**src/rtl/px_pkg.sv**
```systemverilog
// Shared display package: scan FSM state encoding and width helpers.
package px_pkg;

  typedef enum logic [1:0] {
    ST_IDLE  = 2'd0,
    ST_DWELL = 2'd1,
    ST_BLANK = 2'd2
  } px_state_e;

  // Ceiling log2, never narrower than one bit so every derived bus is legal.
  function automatic int clog2(input int value);
    int r;
    r = 1;
    for (int i = 1; i < 31; i++) begin
      if ((1 << i) < value) r = i + 1;
    end
    return r;
  endfunction

  function automatic int max2(input int x, input int y);
    return (x > y) ? x : y;
  endfunction

endpackage

```
**src/rtl/px_scan_controller_if.sv**
```systemverilog
// Scan-controller bus: scan-rate tick and digit mask in, anode/select/status out.
interface px_scan_controller_if #(
  parameter int NUM_DIGITS = 8
);
  localparam int SEL_W = px_pkg::clog2(NUM_DIGITS);

  logic                  tick;
  logic [NUM_DIGITS-1:0] en_mask;
  logic [NUM_DIGITS-1:0] a;
  logic [SEL_W-1:0]      seg_sel;
  logic                  blank;
  logic                  frame_sync;

  modport master (
    output tick, en_mask,
    input  a, seg_sel, blank, frame_sync
  );

  modport slave (
    input  tick, en_mask,
    output a, seg_sel, blank, frame_sync
  );

endinterface

```
**src/rtl/px_next_digit.sv**
```systemverilog
// Circular search for the first enabled digit strictly after idx; returns idx
// itself when no other digit is enabled.
module px_next_digit
  import px_pkg::*;
#(
  parameter int NUM_DIGITS = 8,
  parameter int SEL_W      = clog2(NUM_DIGITS)
) (
  input  logic [NUM_DIGITS-1:0] mask,
  input  logic [SEL_W-1:0]      idx,
  output logic [SEL_W-1:0]      next_idx
);

  localparam logic [SEL_W:0] N_W = (SEL_W + 1)'(NUM_DIGITS);

  logic [SEL_W-1:0]      cand [NUM_DIGITS];
  logic [NUM_DIGITS-1:0] hit;

  // cand[gi] is the digit gi+1 positions above idx, wrapped into range.
  genvar gi;
  generate
    for (gi = 0; gi < NUM_DIGITS; gi++) begin : g_cand
      localparam logic [SEL_W:0] OFF = (SEL_W + 1)'(gi + 1);
      logic [SEL_W:0] sum;
      assign sum      = {1'b0, idx} + OFF;
      assign cand[gi] = (sum >= N_W) ? SEL_W'(sum - N_W) : SEL_W'(sum);
      assign hit[gi]  = mask[cand[gi]];
    end
  endgenerate

  always_comb begin
    next_idx = idx;
    for (int i = NUM_DIGITS - 1; i >= 0; i--) begin
      if (hit[i]) next_idx = cand[i];
    end
  end

endmodule

```
**src/rtl/px_scan_controller.sv**
```systemverilog
// Multiplexed display scan controller: walks enabled digits with a dwell period
// and optional dark gap, driving active-low anodes and the segment-data select.
module px_scan_controller
  import px_pkg::*;
#(
  parameter int NUM_DIGITS  = 8,
  parameter int DWELL_TICKS = 1,
  parameter int BLANK_TICKS = 1
) (
  input  logic                clk,
  input  logic                reset,
  px_scan_controller_if.slave bus
);

  localparam int SEL_W = clog2(NUM_DIGITS);
  localparam int CNT_W = clog2(max2(DWELL_TICKS, BLANK_TICKS) + 1);

  localparam logic [CNT_W-1:0] DWELL_LAST = CNT_W'(DWELL_TICKS - 1);
  localparam logic [CNT_W-1:0] BLANK_LAST = CNT_W'((BLANK_TICKS > 0) ? BLANK_TICKS - 1 : 0);
  localparam logic [SEL_W-1:0] LAST_IDX   = SEL_W'(NUM_DIGITS - 1);

  px_state_e        state_reg, state_next;
  logic [SEL_W-1:0] idx_reg, idx_next;
  logic [CNT_W-1:0] cnt_reg, cnt_next;
  logic             frame_sync_reg, frame_sync_next;

  logic [NUM_DIGITS-1:0] en_mask;
  logic                  any_en;
  logic [SEL_W-1:0]      step_idx;
  logic [SEL_W-1:0]      first_idx;
  logic [NUM_DIGITS-1:0] a_drv;
  logic                  blank_drv;
  logic                  lit;

  assign en_mask = bus.en_mask;
  assign any_en  = |en_mask;

  px_next_digit #(.NUM_DIGITS(NUM_DIGITS), .SEL_W(SEL_W)) u_step (
    .mask     (en_mask),
    .idx      (idx_reg),
    .next_idx (step_idx)
  );

  // Searching upward from the top digit yields the lowest enabled digit.
  px_next_digit #(.NUM_DIGITS(NUM_DIGITS), .SEL_W(SEL_W)) u_first (
    .mask     (en_mask),
    .idx      (LAST_IDX),
    .next_idx (first_idx)
  );

  always_ff @(posedge clk or posedge reset) begin
    if (reset) begin
      state_reg      <= ST_IDLE;
      idx_reg        <= '0;
      cnt_reg        <= '0;
      frame_sync_reg <= 1'b0;
    end else begin
      state_reg      <= state_next;
      idx_reg        <= idx_next;
      cnt_reg        <= cnt_next;
      frame_sync_reg <= frame_sync_next;
    end
  end

  always_comb begin
    state_next      = state_reg;
    idx_next        = idx_reg;
    cnt_next        = cnt_reg;
    frame_sync_next = 1'b0;
    if (bus.tick) begin
      unique case (state_reg)
        ST_IDLE: begin
          if (any_en) begin
            state_next      = ST_DWELL;
            idx_next        = first_idx;
            cnt_next        = '0;
            frame_sync_next = 1'b1;
          end
        end
        ST_DWELL: begin
          if (!any_en) begin
            state_next = ST_IDLE;
            cnt_next   = '0;
          end else if (cnt_reg == DWELL_LAST) begin
            // Index moves now so seg_sel settles during any following blank.
            state_next      = (BLANK_TICKS > 0) ? ST_BLANK : ST_DWELL;
            idx_next        = step_idx;
            cnt_next        = '0;
            frame_sync_next = (step_idx <= idx_reg);
          end else begin
            cnt_next = cnt_reg + CNT_W'(1);
          end
        end
        ST_BLANK: begin
          if (!any_en) begin
            state_next = ST_IDLE;
            cnt_next   = '0;
          end else if (cnt_reg == BLANK_LAST) begin
            state_next = ST_DWELL;
            cnt_next   = '0;
          end else begin
            cnt_next = cnt_reg + CNT_W'(1);
          end
        end
        default: begin
          state_next = ST_IDLE;
          cnt_next   = '0;
        end
      endcase
    end
  end

  // Anode gating uses the live mask so a digit disabled mid-dwell goes dark at once.
  always_comb begin
    lit       = (state_reg == ST_DWELL) && en_mask[idx_reg];
    a_drv     = '1;
    blank_drv = 1'b1;
    if (lit) begin
      a_drv[idx_reg] = 1'b0;
      blank_drv      = 1'b0;
    end
  end

  assign bus.a          = a_drv;
  assign bus.blank      = blank_drv;
  assign bus.seg_sel    = idx_reg;
  assign bus.frame_sync = frame_sync_reg;

endmodule

```
**src/flat_wrapper.sv**
```systemverilog
// flat-port wrapper written by rule: the top's interface ports become plain ports
module px_scan_controller_flat import px_pkg::*;
#(
  parameter int NUM_DIGITS  = 8,
  parameter int DWELL_TICKS = 1,
  parameter int BLANK_TICKS = 1
)
  (clk, reset, bus_tick, bus_en_mask, bus_a, bus_seg_sel, bus_blank, bus_frame_sync);
  px_scan_controller_if #(.NUM_DIGITS(NUM_DIGITS)) bus_i ();
  input  logic clk;
  input  logic reset;
  input wire logic [$bits(bus_i.tick)-1:0] bus_tick;
  input wire logic [$bits(bus_i.en_mask)-1:0] bus_en_mask;
  output wire logic [$bits(bus_i.a)-1:0] bus_a;
  output wire logic [$bits(bus_i.seg_sel)-1:0] bus_seg_sel;
  output wire logic [$bits(bus_i.blank)-1:0] bus_blank;
  output wire logic [$bits(bus_i.frame_sync)-1:0] bus_frame_sync;
  assign bus_i.tick = bus_tick;
  assign bus_i.en_mask = bus_en_mask;
  assign bus_a = bus_i.a;
  assign bus_seg_sel = bus_i.seg_sel;
  assign bus_blank = bus_i.blank;
  assign bus_frame_sync = bus_i.frame_sync;
  px_scan_controller #(.NUM_DIGITS(NUM_DIGITS), .DWELL_TICKS(DWELL_TICKS), .BLANK_TICKS(BLANK_TICKS)) u_core (.clk(clk), .reset(reset), .bus(bus_i));
endmodule
```
**config.mk**
```make
export PLATFORM = sky130hd
export DESIGN_NAME = px_scan_controller_flat
export DESIGN_NICKNAME = d
export VERILOG_FILES = /design/src/rtl/px_pkg.sv /design/src/rtl/px_scan_controller_if.sv /design/src/rtl/px_next_digit.sv /design/src/rtl/px_scan_controller.sv /design/src/flat_wrapper.sv
export SDC_FILE = /design/constraint.sdc
export NUM_CORES = 1
export LEC_CHECK = 0
export ABC_AREA = 1
export CELL_PAD_IN_SITES_DETAIL_PLACEMENT = 2
export CELL_PAD_IN_SITES_GLOBAL_PLACEMENT = 2
export CORE_MARGIN = 1
export CORE_UTILIZATION = 29
export CTS_CLUSTER_DIAMETER = 200
export DETAILED_ROUTE_END_ITERATION = 8
export DONT_BUFFER_PORTS = 1
export GPL_ROUTABILITY_DRIVEN = 0
export PLACE_DENSITY = 0.77
export SLEW_MARGIN = 15
export SYNTH_ARGS = -nofsm -noshare
export SYNTH_HDL_FRONTEND = slang
export SYNTH_SLANG_ARGS = --single-unit
```
**constraint.sdc**
```tcl
create_clock -name clk -period 2.4 [get_ports clk]
set_clock_uncertainty 0.1 [all_clocks]
set_input_delay 0.48 -clock clk [delete_from_list [all_inputs] [get_ports clk]]
set_output_delay 0.48 -clock clk [all_outputs]
set_load 0.005 [all_outputs]
```
==> reports/metrics.cfg, run 1 <==
[status]
outcome=complete, but fails checks
failed_checks=setup timing

[finish]
area.growth.synth_to_final_pct=61.94
diodes=0
largest_reg_flops=3
final_design_area_no_fill_um2=1773
drive_above_1_share_pct=52.47
utilization_pct=51.12
final_net_count=244
instances_no_fill=269

[clock_tree]
clk_transition_reported_paths_ns=0.05
max-clock-path-buffers=2
htree_num_levels=1
cts_tree=done
numClockSinks=6
worstSkewPairLatency_ns=0.25
cts_root_buf=sky130_fd_sc_hd__clkbuf_8
cts_buffers=3

[worst_setup_path]
critical_path.endpoint_type=flip-flop
critPathArrivalTime_ns=2.73
startpoint=u_core.bus.seg_sel[0]
reg2reg_depth=15
crit_type=flip-flop to flip-flop
crit_end=u_core.bus.frame_sync
cp-start-kind=flip-flop
critical_path.max_fanout=8
capture_point_of_the_worst_reg_to_reg_path=u_core.bus.frame_sync
regToRegStartpoint=u_core.bus.seg_sel[0]
required_ns=2.40
r2r_slack_ns=-0.33

[placed_design]
post-place-cells=252
dp_hpwl_um=3931
io_buffer_count=0
dp_worst_setup_slack_ns=-0.2108
placement.cell_area_um2=1323

[synth]
mappedNetlistArea_um2=1095
synth_cell_types=16
yosysWarnings=0
netlist_instances=188
synth_fp_nets=208
synth_area_per_cell_um2=5.823
synth_sequential_area_ratio_pct=13.71
ys_seq_elements=6

[timing]
slew_worst_pin_ns=0.5027
setup_repair_after_global_routing_missed_its_margin=yes
finalWorstPathRequiredPeriod_ns=2.732
setup_viol_count_final=12
achievable-frequency_mhz=366.1
period_share_pct=113.8
maxSlewHeadroom_pct=66.18
finalHoldViolCount=0
setup_slack_ns=-0.3315
timing.final.max_slew_violations=0

[die]
core_area_um2=3468
chipWidth_um=63.44
design.portCount=24
rows=21
fp.dieArea_um2=4025
start_util_pct=31.57
die_h_um=63.44

[min_path]
hp-class=input pin to flip-flop

[grt]
grt_start_max_net_pins=9
grt_use_total_pct=31.72
grt_overflow=0
grt_pass1_wl_um=9487
antenna_violations_before_repair=0
grt_pass1_vias=1695

[detailed_routing]
route.vias.total=1599
drt_pass1_iterations=4
first_iter_violations=106
ant_nets=0
drcViolationCount=0
wirelength_um=7696
route.detailed.vias_per_inst=5.944
wire_per_inst_um=28.61

[flow_run]
maxCapViolations=0

==> through the flow <==
step / hold slack, ns / setup TNS, ns
after detailed placement: 0.2086 / -0.2108
final: 0.2804 / -0.9645
after global routing: 0.2752 / -1.867
after CTS: 0.2649 / -0.2441
after global placement: 0.2011 / -0.05231
after floorplan: 0.1709 / 0
==> worst max-delay path, cell delays in order, from the launching register on <==
cell	delay, ns
sky130_fd_sc_hd__dfrtp_2	0.47
sky130_fd_sc_hd__buf_4	0.22
sky130_fd_sc_hd__nand2_1	0.26
sky130_fd_sc_hd__nand3_4	0.15
sky130_fd_sc_hd__nand3_1	0.17
sky130_fd_sc_hd__nand2_1	0.14
sky130_fd_sc_hd__a21oi_1	0.18
sky130_fd_sc_hd__nand2_1	0.07
sky130_fd_sc_hd__nand2_1	0.07
sky130_fd_sc_hd__nand2_1	0.08
sky130_fd_sc_hd__nand2_2	0.09
sky130_fd_sc_hd__inv_2	0.05
sky130_fd_sc_hd__ha_4	0.27
sky130_fd_sc_hd__nand2_2	0.05
sky130_fd_sc_hd__o21ai_2	0.12
sky130_fd_sc_hd__a31oi_1	0.09
==> cell type report <==
class                           count  area, um2
Fill cell                         364       1695
Inverter                           27      113.9
Tap cell                           46      57.56
Timing Repair Buffer               34      265.3
Multi-Input combinational cell    152       1139
Clock buffer                        4      45.04
Sequential cell                     6      152.6
==> cells in the mapped netlist <==
cell	n	share of area [%]
sky130_fd_sc_hd__o21ai_0	4	1.8
sky130_fd_sc_hd__a31oi_1	1	0.57
sky130_fd_sc_hd__inv_2	8	2.7
sky130_fd_sc_hd__nand2_2	10	5.7
sky130_fd_sc_hd__nor4_1	1	0.57
sky130_fd_sc_hd__xor2_2	1	1.5
sky130_fd_sc_hd__buf_6	1	1.0
sky130_fd_sc_hd__nor2_1	9	3.1
sky130_fd_sc_hd__dfrtp_1	6	14
sky130_fd_sc_hd__ha_1	9	10
sky130_fd_sc_hd__nand3_1	31	14
sky130_fd_sc_hd__buf_4	2	1.4
sky130_fd_sc_hd__nand3_2	11	10
sky130_fd_sc_hd__nand2_1	65	22
sky130_fd_sc_hd__a21oi_1	10	4.6
sky130_fd_sc_hd__inv_1	19	6.5
==> cell families after synthesis <==
kind of cell               Yosys count  synth area share [%]
AOI/OAI and AO/OA                   15                 6.972
xor gates and xnor gates             1                 1.486
adders and majority gates            9                 10.29
buffers and inverters               30                 11.66
DFF                                  6                 13.71
and+or+nand+nor                    127                 55.89
==> worst min-delay path by stage <==
stage	startpoint	end	cells after the start
after CTS	bus_tick	u_core.state_reg[0]	1
final	bus_tick	u_core.state_reg[0]	1
after global placement	reset	u_core.bus.seg_sel[2]	1
after floorplan	reset	u_core.bus.frame_sync	1
after global routing	bus_tick	u_core.state_reg[0]	1
after detailed placement	reset	u_core.bus.seg_sel[0]	1
==> placed cells by master (no fill, tap or decap) <==
| cell type | count |
|---|---|
| sky130_fd_sc_hd__nand2_1 | 45 |
| sky130_fd_sc_hd__buf_4 | 31 |
| sky130_fd_sc_hd__nand2_2 | 26 |
| sky130_fd_sc_hd__nand3_1 | 17 |
| sky130_fd_sc_hd__inv_1 | 16 |
| sky130_fd_sc_hd__nand3_2 | 13 |
| sky130_fd_sc_hd__nand3_4 | 12 |
| sky130_fd_sc_hd__inv_2 | 8 |
| sky130_fd_sc_hd__nor2_1 | 7 |
| sky130_fd_sc_hd__a21oi_1 | 7 |
| sky130_fd_sc_hd__nand2_4 | 4 |
| sky130_fd_sc_hd__ha_4 | 4 |
| sky130_fd_sc_hd__dfrtp_1 | 4 |
| sky130_fd_sc_hd__o21ai_0 | 3 |
| sky130_fd_sc_hd__a21oi_2 | 3 |
| sky130_fd_sc_hd__ha_1 | 3 |
| sky130_fd_sc_hd__clkbuf_8 | 3 |
| sky130_fd_sc_hd__inv_4 | 2 |
| sky130_fd_sc_hd__ha_2 | 2 |
| sky130_fd_sc_hd__buf_6 | 2 |
| sky130_fd_sc_hd__dfrtp_2 | 2 |
| sky130_fd_sc_hd__nor4_1 | 1 |
| sky130_fd_sc_hd__inv_8 | 1 |
| sky130_fd_sc_hd__xor2_4 | 1 |
| sky130_fd_sc_hd__nor2_2 | 1 |
| sky130_fd_sc_hd__nor2_4 | 1 |
| sky130_fd_sc_hd__o21ai_2 | 1 |
| sky130_fd_sc_hd__a31oi_1 | 1 |
| sky130_fd_sc_hd__clkbuf_1 | 1 |
| sky130_fd_sc_hd__dlygate4sd3_1 | 1 |
==> per-layer routing <==
metal  share of wire, %  vias to the layer above  global-route usage [%]  wire, um
met2                 48                      110                   58.11      3661
met5                  0                        -                       0         0
met4                4.2                        0                   11.93       322
li1                   -                      677                       -         -
met1                 39                      784                   35.24      3030
met3                8.9                       28                   6.703       682
==> timing repair <==
item | in CTS | in global routing
pin swaps | 15 | 20
hold buffers | 1 | 0
gates resized for setup | 20 | 49
buffers inserted | 6 | 6
hold endpoints to repair | 6 | 0
endpoints found under the setup margin | 1 | 11
Power of run 1 is left out: the tool's default activity adds up to more than one toggle a clock period on the data nets, which glitch-free logic cannot reach.
==> run 2, diff against run 1 <==
- ABC_AREA: 1 -> not set
- CORE_UTILIZATION: 29 -> 34
==> run 2 against run 1 <==
Via count is 19% lower. Routed wire length fell by 29%. Area after synthesis increased by 9.7%. Register-to-register slack worse by 0.59 ns. Non-clock buffer count rose by 5. Critical path depth fell by 4. Global-route usage shrank 0.33 points. Critical endpoint unchanged. The run still ends with setup timing left.
==> reports/metrics.cfg, run 2 <==
[status]
outcome=complete, but fails checks
failed_checks=setup timing

[synth]
synth_fp_nets=157
mappedNetlistArea_um2=1201
synth_top_cell_area_share_pct=22.50
number_of_enable_type_register_cells_in_the_synthesized_netlist=0
synth_sequential_area_ratio_pct=12.50
yosys.cell_count.top_type=sky130_fd_sc_hd__nand2_1
synth.area.top_cells=sky130_fd_sc_hd__mux4_2 (22%), sky130_fd_sc_hd__dfrtp_1 (13%), sky130_fd_sc_hd__ha_1 (9.4%), sky130_fd_sc_hd__nand2_1 (5.6%), sky130_fd_sc_hd__mux2i_1 (5.0%)
netlist_instances=137
synth-async-reset-ratio_pct=100.0
yosysWarnings=0
synthFlopType=sky130_fd_sc_hd__dfrtp_1
synth_cell_types=42
synth_area_per_cell_um2=8.768
yosysTopAreaCell=sky130_fd_sc_hd__mux4_2
ys_seq_elements=6
synth.cells.most_frequent=sky130_fd_sc_hd__nand2_1 (18), sky130_fd_sc_hd__inv_1 (12), sky130_fd_sc_hd__mux4_2 (12)

[timing]
achievable-frequency_mhz=301.2
setup_repair_after_global_routing_missed_its_margin=yes
maxSlewHeadroom_pct=54.14
period_share_pct=138.4
timing.final.max_slew_violations=0
finalHoldViolCount=0
finalWorstPathRequiredPeriod_ns=3.321
slew_worst_pin_ns=0.6854
hold_slack_ns=0.2260
setup_viol_count_final=13
setup_slack_ns=-0.9206

[placed_design]
io_buffer_count=0
dp_hpwl_um=3821

[min_path]
hp-class=input pin to flip-flop

[detailed_routing]
drt_pass1_iterations=4
route.detailed.vias_per_inst=5.963
route.vias.total=1300
first_iter_violations=24
ant_nets=0
wire_per_inst_um=24.91
wirelength_um=5431
drcViolationCount=0

[finish]
largest_reg_flops=3
area.growth.synth_to_final_pct=41.56
mostFrequentLayoutCells=sky130_fd_sc_hd__buf_4 (33), sky130_fd_sc_hd__nand2_1 (13), sky130_fd_sc_hd__mux4_2 (12)
final_net_count=194
layout.cells.most_common=sky130_fd_sc_hd__buf_4
diodes=0
drive_above_1_share_pct=49.42

[worst_setup_path]
max_stage_delay_ns=0.61
required_ns=2.49
cp-start-kind=flip-flop
crit_slowest_cell=sky130_fd_sc_hd__mux4_2
crit_type=flip-flop to flip-flop
critPathArrivalTime_ns=3.41
critical_path.max_fanout=5
critical_path.endpoint_type=flip-flop
worstPathCellList=inv_4, ha_4, mux4_2, mux2_4, a2111oi_4, a2111o_1, a41o_1, ha_1, a21o_1, a21oi_2, o31a_1

[die]
core_area_um2=3363
start_util_pct=35.71
rows=21
die_h_um=61.44
chipWidth_um=61.44
fp.dieArea_um2=3774
design.portCount=24

[clock_tree]
clk_transition_reported_paths_ns=0.05
cts_tree=done
htree_num_levels=1
cts_buffers=3
worstSkewPairLatency_ns=0.26
cts_root_buf=sky130_fd_sc_hd__clkbuf_4
numClockSinks=6
max-clock-path-buffers=2

[grt]
antenna_violations_before_repair=0
grt_use_total_pct=31.38
grt_overflow=0
grt_pass1_vias=1463
grt_start_max_net_pins=16
grt_pass1_wl_um=8052

[flow_run]
maxCapViolations=0

-- run 2: timing repair --
action	CTS	global route
endpoints found under the setup margin	13	13
hold endpoints to repair	6	0
pin swaps	8	5
hold buffers	1	0
gates resized for setup	25	11
setup buffers	4	2
-- run 2: per-layer routing --
| layer | part of all wire, % | routed length, um | global-route usage, % |
|---|---|---|---|
| met3 | 4.4 | 237 | 6.933 |
| met1 | 42 | 2273 | 37.16 |
| met5 | 0 | 0 | 0 |
| met4 | 2.3 | 123 | 10.79 |
| met2 | 51 | 2796 | 56.06 |
-- run 2: stage by stage --
stage / std cells / setup TNS [ns] / worst slack (ns) / util, % / cell area, um2
3_5_place_dp: 210 / -3.381 / -0.8624 / 44.35 / 1491
2_1_floorplan: 137 / -2.438 / -1.089 / - / 1244
5_1_grt: 218 / -5.648 / -0.9881 / 50.56 / 1700
3_3_place_gp: 210 / -2.136 / -0.6847 / 44.35 / 1491
6_report: 218 / -4.563 / -0.9206 / 50.56 / 1700
4_1_cts: 217 / -4.020 / -0.8187 / 49.26 / 1657
-- run 2: layout make-up --
class / count / area [um2]
inverters: 13 / 51.30
multi-input cells: 111 / 1095
fillers: 376 / 1663
well taps: 46 / 57.56
flip-flops and latches: 6 / 151.4
repair buffers: 39 / 322.8
clock buffers: 3 / 22.52
-- run 2: kinds of logic after synthesis --
| logic type | after synthesis | synth area share (%) |
|---|---|---|
| AND/OR/NAND/NOR | 44 | 16.67 |
| AO/OA/AOI/OAI | 33 | 19.90 |
| XOR/XNOR | 4 | 2.917 |
| flip-flops | 6 | 12.50 |
| adder cells (fa/ha/maj) | 9 | 9.375 |
| buffers and inverters | 20 | 8.021 |
| multiplexers | 21 | 30.62 |
-- run 2: critical path: cells and delay by family (launching register included) --
| kind | cells | cell delay, ns |
|---|---|---|
| compound gates | 6 | 1.17 |
| fa+ha+maj | 2 | 0.58 |
| buf+inv | 1 | 0.06 |
| flops | 1 | 0.40 |
| mux | 2 | 0.95 |
-- run 2: worst paths after layout --
kind | startpoint | end | slack (ns) | cells after the start
setup / recovery | u_core.bus.seg_sel[0] | u_core.bus.frame_sync | -0.92 | 11
hold / removal | bus_tick | u_core.state_reg[0] | 0.23 | 1
setup reg to reg | u_core.bus.seg_sel[0] | u_core.bus.frame_sync | -0.92 | 11
hold reg to reg | u_core.state_reg[1] | u_core.state_reg[1] | 0.58 | 2
max in group asynchronous | reset | u_core.bus.seg_sel[0] | 1.47 | 2
min in group asynchronous | reset | u_core.bus.seg_sel[2] | 0.50 | 2
Power of run 2 is left out for the same reason.
==> run 3, diff against run 2 <==
- CORE_UTILIZATION: 34 -> 37
- PLACE_DENSITY: 0.77 -> 0.8
- SYNTH_HIERARCHICAL: not set -> 1
==> run 3 against run 2 <==
The flow still finishes with violations (setup timing). Critical path depth rose by 4. Register-to-register slack got worse by 0.13 ns. Synthesized cell count increased by 83%. Cell count is 68% higher. Worst hold slack improved by 0.026 ns. Die area up 71%. Global-route usage is 0.10 points lower. Worst setup slack got worse by 0.13 ns. Count of clock-buffer cells in the layout unchanged. Non-clock buffer count up 11.
==> reports/metrics.cfg, run 3 <==
[status]
outcome=complete, but fails checks
failed_checks=setup timing

[die]
die_h_um=80.37
design.portCount=24
start_util_pct=38.38
core_area_um2=5921
chipWidth_um=80.37
fp.dieArea_um2=6459
rows=28

[synth]
netlist_instances=251
synth_sequential_area_ratio_pct=6.608
yosys.cell_count.top_type=sky130_fd_sc_hd__mux2i_1
yosysTopAreaCell=sky130_fd_sc_hd__mux2i_1
synthFlopType=sky130_fd_sc_hd__dfrtp_1
synth.area.top_cells=sky130_fd_sc_hd__mux2i_1 (19%), sky130_fd_sc_hd__mux4_2 (14%), sky130_fd_sc_hd__mux2_2 (7.9%), sky130_fd_sc_hd__dfrtp_1 (6.6%), sky130_fd_sc_hd__ha_1 (3.9%)
synth.cells.most_frequent=sky130_fd_sc_hd__mux2i_1 (43), sky130_fd_sc_hd__nand2_1 (19), sky130_fd_sc_hd__mux2_2 (16)
number_of_enable_type_register_cells_in_the_synthesized_netlist=0
synth-async-reset-ratio_pct=100.0
yosysWarnings=6
synth_top_cell_area_share_pct=18.94
ys_seq_elements=6
synth_area_per_cell_um2=9.053
synth_cell_types=43
mappedNetlistArea_um2=2272

[detailed_routing]
ant_nets=0
route.vias.total=2534
first_iter_violations=164
route.detailed.vias_per_inst=6.905
wirelength_um=11010
drt_pass1_iterations=4
wire_per_inst_um=30.00
drcViolationCount=0

[worst_setup_path]
crit_slowest_cell=sky130_fd_sc_hd__dfrtp_1
capture_point_of_the_worst_reg_to_reg_path=u_core/bus.frame_sync
cpMostUsedCell=sky130_fd_sc_hd__ha_4
worstPathCellList=buf_6, inv_6, ha_4, mux4_2, mux2i_4, o22ai_1, o211ai_1, a41oi_1, a311oi_1, buf_4, ha_4, nor2b_4, o21ai_2, nand2b_1, a311oi_2
critical_path.endpoint_type=flip-flop
critical_path.max_fanout=5
crit_type=flip-flop to flip-flop
r2r_slack_ns=-1.05
critPathArrivalTime_ns=3.48
regToRegStartpoint=u_core/bus.seg_sel[1]
max_stage_delay_ns=0.41
reg2reg_depth=15
required_ns=2.43
cp-start-kind=flip-flop

[finish]
area.growth.synth_to_final_pct=28.36
seq_area_um2=152.6
multiInputGateArea_um2=2166
layout.cells.most_common=sky130_fd_sc_hd__buf_4
final_design_area_no_fill_um2=2917
mostFrequentLayoutCells=sky130_fd_sc_hd__buf_4 (43), sky130_fd_sc_hd__mux2i_1 (39), sky130_fd_sc_hd__nand2_1 (19)
drive_above_1_share_pct=40.41
diodes=0
final_net_count=312
largest_reg_flops=3
filler_cell_count=632
instances_no_fill=367

[timing]
achievable-frequency_mhz=289.9
final.setup.tns_ns=-3.043
timing.final.max_slew_violations=0
finalHoldViolCount=0
finalWorstPathRequiredPeriod_ns=3.450
period_share_pct=143.7
setup_repair_after_global_routing_missed_its_margin=yes
setup_viol_count_final=4
setup_slack_ns=-1.050

[placed_design]
io_buffer_count=0
dp_hpwl_um=6715
post-place-cells=355
placement.cell_area_um2=2618

[pwr]
power.static_leakage_uw=0.001192
ir_drop_mv=0.8725
total_power_uw=4804
power_per_cell_area_nw_per_um2=1647

[grt]
antenna_violations_before_repair=0
grt_start_max_net_pins=19
grt_pass1_vias=2578
grt_pass1_wl_um=14880
grt_overflow=0
grt_use_total_pct=31.28

[clock_tree]
cts_root_buf=sky130_fd_sc_hd__clkbuf_8
numClockSinks=6
htree_num_levels=1
max-clock-path-buffers=2
clk_transition_reported_paths_ns=0.04
cts_buffers=3
worstSkewPairLatency_ns=0.23
cts_tree=done

[min_path]
endpoint_worst_hold=u_core/state_reg[0]
worstHoldPathCells=1
hp-class=input pin to flip-flop
hold_crit_start=bus_tick

[flow_run]
maxCapViolations=0

==> run 3: cell types whose count changed after synthesis, sizes merged, moves of 5 or more <==
cell,delta
o211ai,+10
a21oi,-6
mux2,+14
buf,+10
o22ai,+11
nor2b,+5
mux2i,+37
==> run 3: what timing repair did <==
item                                    4_1_cts  5_1_grt
gates resized for setup                      15       22
buffers inserted                              6        4
pin swaps                                    11        4
endpoints found under the hold margin         6        0
endpoints found under the setup margin        5        4
hold buffers                                  1        0
==> run 3: stage by stage <==
stage | setup WS (ns) | util, % | hold slack [ns]
6_report | -1.050 | 49.26 | 0.2525
5_1_grt | -1.143 | 49.26 | 0.2521
4_1_cts | -0.9817 | 46.77 | 0.2477
3_5_place_dp | -1.036 | 44.21 | 0.2048
3_3_place_gp | -0.8244 | 44.21 | 0.1980
2_1_floorplan | -0.7907 | - | 0.1710
==> run 3: worst max path at each step <==
stage | depth (start not counted) | start | to | slack, ns
after floorplan | 15 | u_core/bus.seg_sel[1] | u_core/bus.frame_sync | -0.79
after global placement | 14 | u_core/bus.seg_sel[0] | u_core/bus.frame_sync | -0.82
after detailed placement | 14 | u_core/bus.seg_sel[0] | u_core/bus.frame_sync | -1.04
after CTS | 15 | u_core/bus.seg_sel[1] | u_core/bus.frame_sync | -0.98
after global routing | 15 | u_core/bus.seg_sel[1] | u_core/bus.frame_sync | -1.14
final | 15 | u_core/bus.seg_sel[1] | u_core/bus.frame_sync | -1.05
==> run 3: per-layer routing <==
layer  GRT usage [%]  wire [um]  part of all wire, %  vias to the layer above
li1                -          -                    -                     1071
met5               0          0                    0                        -
met2           55.93       5659                   51                      113
met1           38.12       4380                   40                     1318
met4           12.68        394                  3.6                        0
met3           2.614        574                  5.2                       32
==> run 3: cell families (layout without fill, tap and decap cells) <==
family          after synthesis  after routing  synth area share (%)
simple gates                 66             66                 15.03
fa+ha+maj                     7              7                 3.854
flops                         6              6                 6.608
compound gates               58             58                 20.93
buf+inv                      29             66                 6.608
other cells                   1              5                0.1650
mux                          76             76                 43.72
xor+xnor                      8              8                 3.084
==> run 3: power by group <==
group	total [uW]	internal, uW	switching (uW)
registers	230	143	86.7
clock network	157	108	48.5
logic	4420	2220	2200
==> run 3: layout make-up <==
cell class                      instances  area share (%)
Inverter                               13           1.845
Tap cell                               75           3.218
Clock buffer                            3           1.416
Sequential cell                         6           5.234
Multi-Input combinational cell        220           74.26
Timing Repair Buffer                   50           14.03
==> run 3: critical path, delay by kind of cell (launching register included) <==
family          cells  cell delay [ns]
buf+inv             3             0.36
simple gates        2             0.23
mux                 2             0.60
flops               1             0.41
fa+ha+maj           2             0.48
compound gates      6             1.14
Power figures use the tool's default switching activity.
